## src/rtl/noc_hdr_route_stage.sv

```systemverilog
// noc_hdr_route_stage: header decode, dimension-order route, nxt_jump rewrite, skid-buffered forward and per-port counters
module noc_hdr_route_stage #(
  parameter int PCK_SZ = 40,
  parameter int N_ROWS = 4,
  parameter int N_COLS = 4,
  parameter int MY_ROW = 0,
  parameter int MY_COL = 0,
  parameter int CNT_W  = 16
) (
  input  logic              clk,
  input  logic              rst_n,
  input  logic              in_valid,
  output logic              in_ready,
  input  logic [PCK_SZ-1:0] in_pkt,
  output logic              out_valid,
  input  logic              out_ready,
  output logic [PCK_SZ-1:0] out_pkt,
  output logic [2:0]        out_port,
  output logic              drop_pulse,
  input  logic [2:0]        cnt_sel,
  output logic [CNT_W-1:0]  cnt_val,
  input  logic              cnt_clr
);
  localparam logic [3:0] ROW = 4'(MY_ROW);
  localparam logic [3:0] COL = 4'(MY_COL);
  logic [3:0] trgt_r, trgt_c;
  logic mode, accept, drop, fwd, depart;
  logic [2:0] row_port, col_port, rt_port;
  logic [PCK_SZ-1:0] rt_pkt;
  logic skid_valid;
  logic [PCK_SZ-1:0] skid_pkt;
  logic [2:0] skid_port;
  logic [5:0] inc;
  logic [CNT_W-1:0] cnt [0:5];
  assign trgt_r = in_pkt[PCK_SZ-9:PCK_SZ-12];
  assign trgt_c = in_pkt[PCK_SZ-13:PCK_SZ-16];
  assign mode = in_pkt[PCK_SZ-17];
  assign row_port = trgt_r < ROW ? 3'd1 : trgt_r > ROW ? 3'd2 : 3'd0;
  assign col_port = trgt_c < COL ? 3'd3 : trgt_c > COL ? 3'd4 : 3'd0;
  assign rt_port = mode ? (row_port != 3'd0 ? row_port : col_port)
                        : (col_port != 3'd0 ? col_port : row_port);
  assign rt_pkt = {5'b0, rt_port, in_pkt[PCK_SZ-9:0]};
  assign in_ready = !skid_valid;
  assign accept = in_valid && in_ready;
  assign drop = accept && ({1'b0, trgt_r} >= 5'(N_ROWS) || {1'b0, trgt_c} >= 5'(N_COLS));
  assign fwd = accept && !drop;
  assign depart = out_valid && out_ready;
  assign inc = {drop, depart ? 5'(1) << out_port : 5'd0};
  assign cnt_val = cnt_sel < 3'd6 ? cnt[cnt_sel] : '0;
  always_ff @(posedge clk or negedge rst_n) begin
    if (!rst_n) begin
      out_valid  <= 1'b0;
      out_pkt    <= '0;
      out_port   <= '0;
      skid_valid <= 1'b0;
      skid_pkt   <= '0;
      skid_port  <= '0;
      drop_pulse <= 1'b0;
    end else begin
      drop_pulse <= drop;
      if (!out_valid || out_ready) begin
        out_valid  <= skid_valid || fwd;
        out_pkt    <= skid_valid ? skid_pkt : fwd ? rt_pkt : out_pkt;
        out_port   <= skid_valid ? skid_port : fwd ? rt_port : out_port;
        skid_valid <= 1'b0;
      end else if (fwd) begin
        skid_valid <= 1'b1;
        skid_pkt   <= rt_pkt;
        skid_port  <= rt_port;
      end
    end
  end
  always_ff @(posedge clk or negedge rst_n) begin
    if (!rst_n) begin
      for (int i = 0; i < 6; i++) cnt[i] <= '0;
    end else begin
      for (int i = 0; i < 6; i++)
        cnt[i] <= cnt_clr ? '0 : (inc[i] && cnt[i] != '1) ? cnt[i] + 1'b1 : cnt[i];
    end
  end
endmodule

```

## config.mk

```make
export PLATFORM = sky130hd
export DESIGN_NAME = noc_hdr_route_stage
export DESIGN_NICKNAME = d
export VERILOG_FILES = /design/src/rtl/noc_hdr_route_stage.sv
export SDC_FILE = /design/constraint.sdc
export NUM_CORES = 1
export LEC_CHECK = 0
export BUFFER_PORTS_ARGS = -buffer_cell sky130_fd_sc_hd__buf_2
export CELL_PAD_IN_SITES_DETAIL_PLACEMENT = 1
export CELL_PAD_IN_SITES_GLOBAL_PLACEMENT = 1
export CORE_UTILIZATION = 50
export DETAILED_ROUTE_END_ITERATION = 7
export PLACE_DENSITY_LB_ADDON = 0.1
export SLEW_MARGIN = 0
export SYNTH_ARGS = -nofsm -noshare
export SYNTH_HDL_FRONTEND = slang
export SYNTH_SLANG_ARGS = --single-unit
export TNS_END_PERCENT = 20
```

## constraint.sdc

```tcl
create_clock -name clk -period 6.3 [get_ports clk]
set_clock_uncertainty 0.2 [all_clocks]
set_input_delay 0 -clock clk [delete_from_list [all_inputs] [get_ports clk]]
set_output_delay 0 -clock clk [all_outputs]
set_load 0.02 [all_outputs]
```

==> impl_metrics.yaml <==
finish:
  syn2layout_area_growth_pct: 18.6
  fillers: 1752
  layout_commonest_cell: "dfrtp_1"
  final_nets: 918
  antenna_cells: 0
  drive_gt1_frac: 0.287
  layout_common_cells: "167 x dfrtp_1, 98 x mux2_2, 93 x buf_2, 45 x nor2b_1, 40 x dlygate4sd3_1"
  fin_cells: 1098
floorplan:
  die_y_um: 132
  io_pins: 110
  start_util: 0.511
  die_w_um: 132
  std_cell_rows: 47
  core_area_sq_um: 16600
  die_area_sq_um: 17500
power_and_ir_drop:
  p_leak_nw: 4.34
  ir_drop_v: 0.000298
  powerDensity_nw_per_um2: 254
  total_power_mw: 2.55
logic_synthesis:
  yosys_warnings: 0
  yosysTopAreaCellShare: 0.493
  ys_async_sr_fraction: 1.00
  synthTopCellsByArea: "dfrtp_1 49%, mux2_2 13%, mux4_2 4.3%"
  syn_inst: 756
  ys_seq_area_frac: 0.493
  synth_cell_types: 52
  syn_area_sq_um: 8470
  ys_ff_latch: 167
  yosys.area.top_type: "dfrtp_1"
  synth-main-ff-cell: "dfrtp_1"
  synth_enable_flop_cells: 0
  avgSynthCellArea_sq_um: 11.2
critical_path:
  critPathArrivalTime_ps: 3080
  critPathRequiredTime_ps: 6430
  worstPathMaxFanout: 13
  cp_top_family: "simple AND/OR/NAND/NOR gates"
  crit_slowest_cell: "or4_1"
  crit_buf_inv: 0
  r2r_cells: 4
  timing.rr.start: "out_port[1]"
  crit_path_frequent_cell: "or4_1"
  cp_num_cells: 4
  crit_start: "out_port[1]"
  cp_slowest_stage_delay_ps: 830
  crit_type: "reg -> reg"
  cp_cell_sequence: "nand4b_1 -> or4_1 -> or4_1 -> a21oi_1"
  start_kind: "flop"
  crit_path_end_kind: "flop"
timing:
  finalMaxSlewViolations: 0
  fin_crit_ps: 2940
  finalSetupTns_ps: 0
  min_period_over_period: 0.467
  rsz0062_at_grt: "no"
  hold_viol: 0
  finalSetupViolCount: 0
  max_freq_mhz: 340
  tightest_slew_ps: 1080
  slew-limit-headroom: 0.277
  setup_slack_ps: 3360
  holdWs_ps: 47.7
hold_path:
  hp-class: "in -> async"
grt:
  grt.total_usage: 0.289
  grt_pass1_vias: 7301
  grt_max_degree: 113
  gr-total-overflow: 0
  antenna_found_initial: 0
  grt_pass1_wl_um: 39300
clocking:
  cts_tree: "built"
  cts_hold_buf: 40
  numCtsBuffers: 17
  cts_setup_buffers: 0
  clockRootBuffer: "clkbuf_16"
  cts_resized: 0
  path_clk_slew_ps: 80
  cts_max_level: 4
  cts_max_path_buffers: 2
  clk_latency_ps: 440
  clock_sinks: 167
status:
  status: "complete, no violations"
placed_design:
  pre_cts_slack_ps: 3460
  place_congestion: 0.837
  portBuffers: 94
  dp_hpwl_um: 14300
  place_inst: 1027
routing:
  drt_iter0_markers: 362
  vias_per_cell: 6.03
  avgRoutedWirePerCell_um: 21.2
  vias: 6622
  first_pass_iters: 4
  wl_um: 23300
  ant_nets: 0
  drc: 0
flow_run:
  drv_cap: 0
-- metal layers --
layer	share of wire	track usage	vias up
met5	0	0	-
met4	0.033	0.126	0
met3	0.032	0.0554	54
met2	0.51	0.495	153
met1	0.42	0.356	3399
li1	-	-	3016
-- synth_stat cells (all sizes together) (17+ instances only) --
cell    count
clkbuf     39
inv        30
o31ai      23
nor2       27
dfrtp     167
mux2i      19
nand3      25
mux2      105
a21oi      39
o21ai      18
buf        18
nor2b      45
o22ai      17
nand2      27
nand4      19
or4        29
-- area by class of cell --
cell class | instances | area (sq um) | area share
flip-flops and latches | 167 | 4180 | 0.416
multi-input cells | 508 | 3960 | 0.394
repair buffers | 142 | 937 | 0.0933
clock buffers | 17 | 425 | 0.0424
well taps | 220 | 275 | 0.0274
clock inverters | 14 | 155 | 0.0155
inverters | 30 | 113 | 0.0112
-- flip-flops by register name, indices dropped and copies added (netlist names) --
signal      cells
skid_port       1
out_port        1
skid_pkt       33
skid_valid      1
drop_pulse      1
out_valid       1
cnt            96
out_pkt        33
-- worst register-to-register path, cell delays in order, from the launching register on --
cell,delay [ps]
dfrtp_1,470
nand4b_1,560
or4_1,830
or4_1,560
a21oi_1,200
-- worst paths after layout --
kind	to	slack, ps
hold / removal	cnt[37]	50
setup reg to reg	cnt[29]	3360
hold reg to reg	cnt[73]	300
min in group clk	cnt[33]	140
setup / recovery	cnt[29]	3360
max in group asynchronous	cnt[44]	4390
-- kinds of logic (layout without fill, tap and decap cells) --
| logic type | Yosys count | in the layout | share of synthesized area |
|---|---|---|---|
| AOI/OAI and AO/OA | 119 | 119 | 0.0879 |
| adders and majority gates | 4 | 4 | 0.00591 |
| buffers and inverters | 87 | 203 | 0.0436 |
| DFF | 167 | 167 | 0.493 |
| muxes | 140 | 140 | 0.205 |
| other | 1 | 7 | 0.000443 |
| and+or+nand+nor | 238 | 238 | 0.164 |
-- per-stage QoR --
stage / area (sq um) / utilization
final: 10000 / 0.605
after global routing: 10000 / 0.605
after CTS: 10000 / 0.605
after detailed placement: 9060 / 0.546
after global placement: 9060 / 0.546
after floorplan: 8490 / -
-- report_power, final --
group | switching, mW | internal (mW) | leakage [nW]
sequential | 0.0454 | 1.13 | 2.27
combinational | 0.196 | 0.130 | 1.79
clock | 0.513 | 0.529 | 0.284
No activity file was read; power rests on OpenSTA's default activity.
